===== src/rtl/traffic_phase_scheduler_if.sv =====
// Request inputs and lamp/status outputs of the intersection phase scheduler.
// master = controller/environment side, slave = scheduler side.
interface traffic_phase_scheduler_if;
  logic       ns_req;
  logic       ew_req;
  logic       ped_req;
  logic       ns_g;
  logic       ns_y;
  logic       ns_r;
  logic       ew_g;
  logic       ew_y;
  logic       ew_r;
  logic       walk;
  logic       tick;
  logic [2:0] phase;

  modport master (
    output ns_req, ew_req, ped_req,
    input  ns_g, ns_y, ns_r, ew_g, ew_y, ew_r, walk, tick, phase
  );

  modport slave (
    input  ns_req, ew_req, ped_req,
    output ns_g, ns_y, ns_r, ew_g, ew_y, ew_r, walk, tick, phase
  );
endinterface


===== src/rtl/traffic_phase_scheduler.sv =====
// Demand-responsive intersection sequencer: NS/EW greens bounded by min/max,
// yellow and all-red clearance, and an on-demand all-red pedestrian walk.
module traffic_phase_scheduler #(
  parameter int unsigned TICK_DIV   = 4,
  parameter int unsigned G_MIN      = 2,
  parameter int unsigned G_MAX      = 5,
  parameter int unsigned Y_TICKS    = 2,
  parameter int unsigned AR_TICKS   = 1,
  parameter int unsigned WALK_TICKS = 3
) (
  input  logic                       clk,
  input  logic                       rst,
  traffic_phase_scheduler_if.slave   bus
);

  localparam int unsigned MAX_GY = (G_MAX > Y_TICKS) ? G_MAX : Y_TICKS;
  localparam int unsigned MAX_AW = (AR_TICKS > WALK_TICKS) ? AR_TICKS : WALK_TICKS;
  localparam int unsigned MAX_D  = (MAX_GY > MAX_AW) ? MAX_GY : MAX_AW;
  localparam int unsigned PC_W   = (MAX_D > 1) ? $clog2(MAX_D) : 1;
  localparam int unsigned PS_W   = (TICK_DIV > 1) ? $clog2(TICK_DIV) : 1;

  typedef enum logic [2:0] {
    S_NS_G = 3'd0,
    S_NS_Y = 3'd1,
    S_AR   = 3'd2,
    S_EW_G = 3'd3,
    S_EW_Y = 3'd4,
    S_PED  = 3'd5
  } state_t;

  state_t            r_state;
  logic [PC_W-1:0]   r_pc;
  logic [PS_W-1:0]   r_presc;
  logic              r_tick;
  logic              r_ns_pend;
  logic              r_ew_pend;
  logic              r_ped_pend;
  logic              r_last_dir;
  logic              r_ns_g, r_ns_y, r_ns_r;
  logic              r_ew_g, r_ew_y, r_ew_r;
  logic              r_walk;
  logic [2:0]        r_phase;

  state_t            w_next_state;
  logic              w_change;
  state_t            w_resume;

  // After clearance or walk, serve the direction that did not have the last green.
  assign w_resume = r_last_dir ? S_NS_G : S_EW_G;
  assign w_change = (w_next_state != r_state);

  // Next-state decision; only moves on a tick, using pending flags latched earlier.
  always_comb begin
    w_next_state = r_state;
    if (r_tick) begin
      case (r_state)
        S_NS_G: begin
          if ((r_pc == PC_W'(G_MAX - 1)) ||
              ((r_pc >= PC_W'(G_MIN - 1)) && (r_ew_pend || r_ped_pend)))
            w_next_state = S_NS_Y;
        end
        S_NS_Y: begin
          if (r_pc == PC_W'(Y_TICKS - 1)) w_next_state = S_AR;
        end
        S_EW_G: begin
          if ((r_pc == PC_W'(G_MAX - 1)) ||
              ((r_pc >= PC_W'(G_MIN - 1)) && (r_ns_pend || r_ped_pend)))
            w_next_state = S_EW_Y;
        end
        S_EW_Y: begin
          if (r_pc == PC_W'(Y_TICKS - 1)) w_next_state = S_AR;
        end
        S_AR: begin
          if (r_pc == PC_W'(AR_TICKS - 1))
            w_next_state = r_ped_pend ? S_PED : w_resume;
        end
        S_PED: begin
          if (r_pc == PC_W'(WALK_TICKS - 1)) w_next_state = w_resume;
        end
        default: w_next_state = S_NS_G;
      endcase
    end
  end

  always_ff @(posedge clk) begin
    if (rst) begin
      r_state    <= S_NS_G;
      r_pc       <= '0;
      r_presc    <= '0;
      r_tick     <= 1'b0;
      r_ns_pend  <= 1'b0;
      r_ew_pend  <= 1'b0;
      r_ped_pend <= 1'b0;
      r_last_dir <= 1'b0;
      r_ns_g     <= 1'b1;
      r_ns_y     <= 1'b0;
      r_ns_r     <= 1'b0;
      r_ew_g     <= 1'b0;
      r_ew_y     <= 1'b0;
      r_ew_r     <= 1'b1;
      r_walk     <= 1'b0;
      r_phase    <= 3'd0;
    end else begin
      // r_tick is high exactly while the prescaler sits at TICK_DIV-1.
      r_presc <= r_tick ? '0 : r_presc + PS_W'(1);
      r_tick  <= (r_presc == PS_W'(TICK_DIV - 2));

      r_state <= w_next_state;
      if (w_change)    r_pc <= '0;
      else if (r_tick) r_pc <= r_pc + PC_W'(1);

      // Entry clears beat a same-cycle request; own-direction requests are dropped.
      if (w_change && (w_next_state == S_NS_G))      r_ns_pend <= 1'b0;
      else if (bus.ns_req && (r_state != S_NS_G))    r_ns_pend <= 1'b1;

      if (w_change && (w_next_state == S_EW_G))      r_ew_pend <= 1'b0;
      else if (bus.ew_req && (r_state != S_EW_G))    r_ew_pend <= 1'b1;

      if (w_change && (w_next_state == S_PED))       r_ped_pend <= 1'b0;
      else if (bus.ped_req && (r_state != S_PED))    r_ped_pend <= 1'b1;

      if (w_change && (w_next_state == S_NS_G))      r_last_dir <= 1'b0;
      else if (w_change && (w_next_state == S_EW_G)) r_last_dir <= 1'b1;

      r_ns_g  <= (w_next_state == S_NS_G);
      r_ns_y  <= (w_next_state == S_NS_Y);
      r_ns_r  <= (w_next_state != S_NS_G) && (w_next_state != S_NS_Y);
      r_ew_g  <= (w_next_state == S_EW_G);
      r_ew_y  <= (w_next_state == S_EW_Y);
      r_ew_r  <= (w_next_state != S_EW_G) && (w_next_state != S_EW_Y);
      r_walk  <= (w_next_state == S_PED);
      r_phase <= w_next_state;
    end
  end

  assign bus.ns_g  = r_ns_g;
  assign bus.ns_y  = r_ns_y;
  assign bus.ns_r  = r_ns_r;
  assign bus.ew_g  = r_ew_g;
  assign bus.ew_y  = r_ew_y;
  assign bus.ew_r  = r_ew_r;
  assign bus.walk  = r_walk;
  assign bus.tick  = r_tick;
  assign bus.phase = r_phase;

endmodule

===== src/flat_wrapper.sv =====
// flat-port wrapper written by rule: the top's interface ports become plain ports
module traffic_phase_scheduler_flat 
#(
  parameter int unsigned TICK_DIV   = 4,
  parameter int unsigned G_MIN      = 2,
  parameter int unsigned G_MAX      = 5,
  parameter int unsigned Y_TICKS    = 2,
  parameter int unsigned AR_TICKS   = 1,
  parameter int unsigned WALK_TICKS = 3
)
  (clk, rst, bus_ns_req, bus_ew_req, bus_ped_req, bus_ns_g, bus_ns_y, bus_ns_r, bus_ew_g, bus_ew_y, bus_ew_r, bus_walk, bus_tick, bus_phase);
  traffic_phase_scheduler_if bus_i ();
  input  logic clk;
  input  logic rst;
  input wire logic [$bits(bus_i.ns_req)-1:0] bus_ns_req;
  input wire logic [$bits(bus_i.ew_req)-1:0] bus_ew_req;
  input wire logic [$bits(bus_i.ped_req)-1:0] bus_ped_req;
  output wire logic [$bits(bus_i.ns_g)-1:0] bus_ns_g;
  output wire logic [$bits(bus_i.ns_y)-1:0] bus_ns_y;
  output wire logic [$bits(bus_i.ns_r)-1:0] bus_ns_r;
  output wire logic [$bits(bus_i.ew_g)-1:0] bus_ew_g;
  output wire logic [$bits(bus_i.ew_y)-1:0] bus_ew_y;
  output wire logic [$bits(bus_i.ew_r)-1:0] bus_ew_r;
  output wire logic [$bits(bus_i.walk)-1:0] bus_walk;
  output wire logic [$bits(bus_i.tick)-1:0] bus_tick;
  output wire logic [$bits(bus_i.phase)-1:0] bus_phase;
  assign bus_i.ns_req = bus_ns_req;
  assign bus_i.ew_req = bus_ew_req;
  assign bus_i.ped_req = bus_ped_req;
  assign bus_ns_g = bus_i.ns_g;
  assign bus_ns_y = bus_i.ns_y;
  assign bus_ns_r = bus_i.ns_r;
  assign bus_ew_g = bus_i.ew_g;
  assign bus_ew_y = bus_i.ew_y;
  assign bus_ew_r = bus_i.ew_r;
  assign bus_walk = bus_i.walk;
  assign bus_tick = bus_i.tick;
  assign bus_phase = bus_i.phase;
  traffic_phase_scheduler #(.TICK_DIV(TICK_DIV), .G_MIN(G_MIN), .G_MAX(G_MAX), .Y_TICKS(Y_TICKS), .AR_TICKS(AR_TICKS), .WALK_TICKS(WALK_TICKS)) u_core (.clk(clk), .rst(rst), .bus(bus_i));
endmodule

===== config.mk =====
export PLATFORM = sky130hd
export DESIGN_NAME = traffic_phase_scheduler_flat
export DESIGN_NICKNAME = d
export VERILOG_FILES = /design/src/rtl/traffic_phase_scheduler_if.sv /design/src/rtl/traffic_phase_scheduler.sv /design/src/flat_wrapper.sv
export SDC_FILE = /design/constraint.sdc
export NUM_CORES = 1
export LEC_CHECK = 0
export ABC_AREA = 1
export ABC_CLOCK_PERIOD_IN_PS = 2700
export CAP_MARGIN = 10
export CORE_MARGIN = 2
export CORE_UTILIZATION = 49
export DETAILED_ROUTE_END_ITERATION = 7
export PLACE_DENSITY = 0.73
export SLEW_MARGIN = 10
export SYNTH_ARGS = -nofsm -noshare
export SYNTH_HDL_FRONTEND = slang
export SYNTH_SLANG_ARGS = --single-unit

===== constraint.sdc =====
create_clock -name clk -period 2.7 [get_ports clk]
set_clock_uncertainty 0.15 [all_clocks]
set_input_delay 0.675 -clock clk [delete_from_list [all_inputs] [get_ports clk]]
set_output_delay 0.675 -clock clk [all_outputs]
set_load 0.05 [all_outputs]

Yosys cells after proc, flatten, opt, wreduce, memory -nomap -nowiden

Index checks and enable logic that the tools add are counted.

Bits in registers: 20
Output and inout bits: 11
Logic and storage cells: 71

Add/subtract/negate cells: 2
Magnitude comparators: 1
Eq/ne operators: 19
Muxes and demuxes: 9
Reductions and logical operators: 25

Operator list:

| operator                                             | number |
|---|---|
| 2-to-1 mux 3 bit                                     | 7 |
| equality test 3 bit (second input constant)          | 5 |
| case mux 3 bit (5 select lines)                      | 1 |
| equality test 3 x 2 -> 1 bit (second input constant) | 4 |
| OR reduction 2 bit                                   | 6 |
| logical AND 1 bit                                    | 10 |
| equality test 3 x 1 -> 1 bit (second input constant) | 3 |
| logical NOT 3 bit                                    | 3 |
| != test 3 x 2 -> 1 bit (second input constant)       | 2 |
| != test 3 bit (second input constant)                | 2 |
| nonzero test 3 bit                                   | 2 |
| logical OR 1 bit                                     | 4 |
| adder 3 x 1 -> 3 bit (second input constant)         | 1 |
| >= comparator 3 x 1 -> 1 bit (second input constant) | 1 |
| != test 3 x 1 -> 1 bit (second input constant)       | 1 |
| != test 3 bit                                        | 1 |
| adder 2 x 1 -> 2 bit (second input constant)         | 1 |
| equality test 2 bit (second input constant)          | 1 |
| 2-to-1 mux 2 bit                                     | 1 |

Logic depth before layout (Yosys ltp)

Depth after elaboration: 9
Depth in mapped cells: 16
Mapped depth without buffers: 16

Worst setup path after synthesis

OpenSTA, ideal clock, no wires.

Path kind: reg-to-reg
Start point: register u_core.r_state[2]
End point: register u_core.r_ns_pend
Setup time: 0.115 ns
Arrival: 1.747 ns
Data required time: 2.435 ns
Setup slack: 0.688 ns
Stages on the path, launching flop included: 12
Buffers on the path: 0
Path through: dfxtp_1 inv_2 nand3_1 nor2_1 nor2_1 nand2_1 a21oi_4 nand3_2 nor2_1 nand2_1 nand2_1 nor2_1

Cells in the longest elaborated chain, start to end: 7
Elaborated cells between the ends (all ways): 20
Classes of those cells: 6 x eq/ne; 7 x mux; 7 x reduce/logical

Ends and longest elaborated chain:

| what                                                                       | line                                                          | source |
|---|---|---|
| start, declared                                                            | traffic_phase_scheduler.sv:31                                 | `state_t r_state;` |
| start signal, assigned                                                     | traffic_phase_scheduler.sv:108                                | `r_state <= w_next_state;` |
| equality test 3 x 1 -> 1 bit / equality test 3 bit (equally long branches) | traffic_phase_scheduler.sv:56                                 | `case (r_state)` |
| OR reduction 2 bit (no line)                                               | --                                                            |  |
| case mux 3 bit (5 select lines)                                            | traffic_phase_scheduler.sv:56                                 |  |
| 2-to-1 mux 3 bit                                                           | traffic_phase_scheduler.sv:55                                 | `if (r_tick) begin` |
| != test 3 bit / logical NOT 3 bit (equally long branches)                  | traffic_phase_scheduler.sv:50, traffic_phase_scheduler.sv:113 |  |
| logical AND 1 bit                                                          | traffic_phase_scheduler.sv:113                                | `if (w_change && (w_next_state == S_NS_G)) r_ns_pend <= 1'b0;` |
| OR reduction 2 bit (no line)                                               | --                                                            |  |
| end signal, assigned                                                       | traffic_phase_scheduler.sv:91                                 | `r_ns_pend <= 1'b0;` |
| end signal, assigned                                                       | traffic_phase_scheduler.sv:113                                |  |
| end signal, assigned                                                       | traffic_phase_scheduler.sv:114                                | `else if (bus.ns_req && (r_state != S_NS_G)) r_ns_pend <= 1'b1;` |
| end, declared                                                              | traffic_phase_scheduler.sv:35                                 | `logic r_ns_pend;` |

Parallel ways exist; a longest one is shown, timed or not.
A chain may end at the register's enable or synchronous reset.

==> impl_metrics.toml <==
[sta]
rsz_0062_raised_after_global_routing = "no"
timing.final.hold_violations = 0
fin_setup_tns_ns = 0
time_the_final_worst_path_needs_with_i_o_delays_and_setup_ns = 2.47
final_max_tran_viols = 0
achievable-frequency_ghz = 0.404
setup_viol_count_final = 0
timing_worst_slew_pin_value_ns = 0.521
worst_slew_margin_rel = 0.652
ratio_of_final_minimum_period_to_clock_period = 0.916

[yosys]
yosysWarningCount = 0
ys_ff_latch = 20
synth_area_mm2 = 0.00108
post_synth_num_cell_types = 21
seq_total_area_yosys = 0.370
synth_top_cells_by_area = "dfxtp_1, nand2_1, nor2_1"
synth_fp_nets = 170
synthDominantCellAreaShare = 0.370
syn_avg_cell_area_um2 = 6.76
synth_cells = 160
cell_taking_the_most_area_after_synthesis = "dfxtp_1"

[layout]
drive_above_1_share = 0.124
layout_commonest_cell = "nand2_1"
registers_with_the_most_flip_flops = "u_core.r_pc: 3 flops, u_core.r_state: 3 flops, u_core.r_presc: 2 flops"
register_area_um2 = 400
fillCellCount = 190
multi_input_area_um2 = 596
mostFrequentLayoutCells = "nand2_1, nor2_1, dfxtp_1"
synthToLayoutAreaGrowth_pct = 20.5
antenna_cells_inserted = 0
number_of_nets_in_the_final_layout = 189

[clocking]
cts.htree.levels = 1
cts_inserted_buffers = 3
worst_setup_hold_path_clk_slew_ns = 0.11
number_of_buffers_on_the_longest_clock_path = 2
cts_hold_repair.buffers = 0
clk-insertion-delay-late_ns = 0.31
tritoncts = "built"
cts_repair_resize_count = 0
clock_sinks = 20
postCtsSetupRepairBufs = 0
cts-root-buf = "clkbuf_4"

[job]
drv.max_cap_violation_count = 0

[drt]
routed_wire_length_per_instance_um = 11.9
vias_per_cell = 5.04
ant_nets = 0
vias = 1038
drt-initial-drc-count = 41
drt_pre_antenna_iters = 4
drc_errors = 0
detail_route.wirelength_um = 2450

[critical_path]
critical_path_arrival_ns = 1.65
worst-path-max-fanout = 8
cp_data_required_time_ns = 1.88
timing.critical_path.slowest_stage_cell = "clkdlybuf4s50_1"
sort_of_element_at_the_end_of_the_critical_path = "primary output"
setup.worst_path.start_class = "flop"
ordered_cell_list_for_the_critical_path = "clkdlybuf4s50_1"
cpPeakStageDelay_ns = 0.86
cp_num_buf_inv = 1
setup.worst_path.class = "flop to primary output"
cp_top_family = "buffers and inverters"

[placement]
gp_congestion = 0.981
io_buffer_count = 15
dpl.hpwl_um = 1930

[floorplan]
core_area_mm2 = 0.00215
floorplan.die.height_um = 51.0
num_io_pins = 16
die-width_um = 51.0
fp.dieArea_mm2 = 0.00260
initial_utilization = 0.504
row_count = 17

[global_routing]
maximum_number_of_pins_on_one_net_before_global_route_repair = 15
grt_remaining_overflow = 0
first_pass_grt_wire_length_um = 4300
antenna_violations_before_repair = 0
grt_usage = 0.223
number_of_global_route_vias_before_repair = 963

[pwr]
static-leakage-power_uw = 0.000621
cellPowerDensity_mw_per_mm2 = 432
worst_ir_drop_vdd_v = 0.000313
total_power_uw = 564

[run_status]
status = "completed"

[hold_path]
min-delay-path-class = "flop to flop"
cell type report:
type,count,area share
inverters,21,0.0605
well taps,28,0.0269
clock buffers,4,0.0278
multi-input cells,117,0.457
repair buffers,16,0.121
flip-flops and latches,20,0.307
metrics by stage:
step	utilization	cell area (um^2)	hold WS, ns	std cells	worst slack (ns)
floorplan	-	1080	0.247	160	0.688
global placement	0.590	1270	0.258	202	0.602
detailed placement	0.590	1270	0.262	202	0.594
CTS	0.607	1300	0.277	206	0.229
global route	0.607	1300	0.294	206	0.167
finish	0.607	1300	0.273	206	0.227
report_power, final:
part           total (uW)  leakage, uW  switching, uW  internal, uW
Sequential            311     0.000163           6.33           305
Clock                 176    0.0000210           93.4          82.4
Combinational        76.6     0.000437           48.3          28.3
Total                 564     0.000621            148           416
cell families after synthesis:
| logic type | synth area share |
|---|---|
| simple gates | 0.414 |
| fa+ha+maj | 0.0578 |
| flops | 0.370 |
| compound gates | 0.0786 |
| buf+inv | 0.0798 |
per-layer routing:
metal,GRT usage,share of wire
met1,0.297,0.46
met2,0.351,0.46
met3,0.0351,0.057
met4,0.108,0.024
met5,0,0
cell usage after synthesis:
library cell	count
a21oi_1	5
a21oi_4	1
clkbuf_1	2
dfxtp_1	20
ha_1	5
inv_1	18
inv_2	3
nand2_1	44
nand2_2	2
nand3_1	11
nand3_2	3
nand4_1	2
nor2_1	27
nor2_2	5
nor3_1	3
nor4_2	1
o21a_1	1
o21ai_0	4
o21ai_4	1
or2_0	1
or2_2	1
path summary, 6_finish.rpt:
kind / startpoint / endpoint / slack [ns] / cells after the start
max reg2reg: u_core.r_pc[1] / u_core.r_ns_pend / 0.58 / 14
max: u_core.r_state[0] / bus_phase[0] / 0.23 / 1
min: u_core.r_presc[0] / u_core.r_presc[0] / 0.27 / 1
min reg2reg: u_core.r_presc[0] / u_core.r_presc[0] / 0.27 / 1
Note: power is estimated with default switching activity, not from simulation.
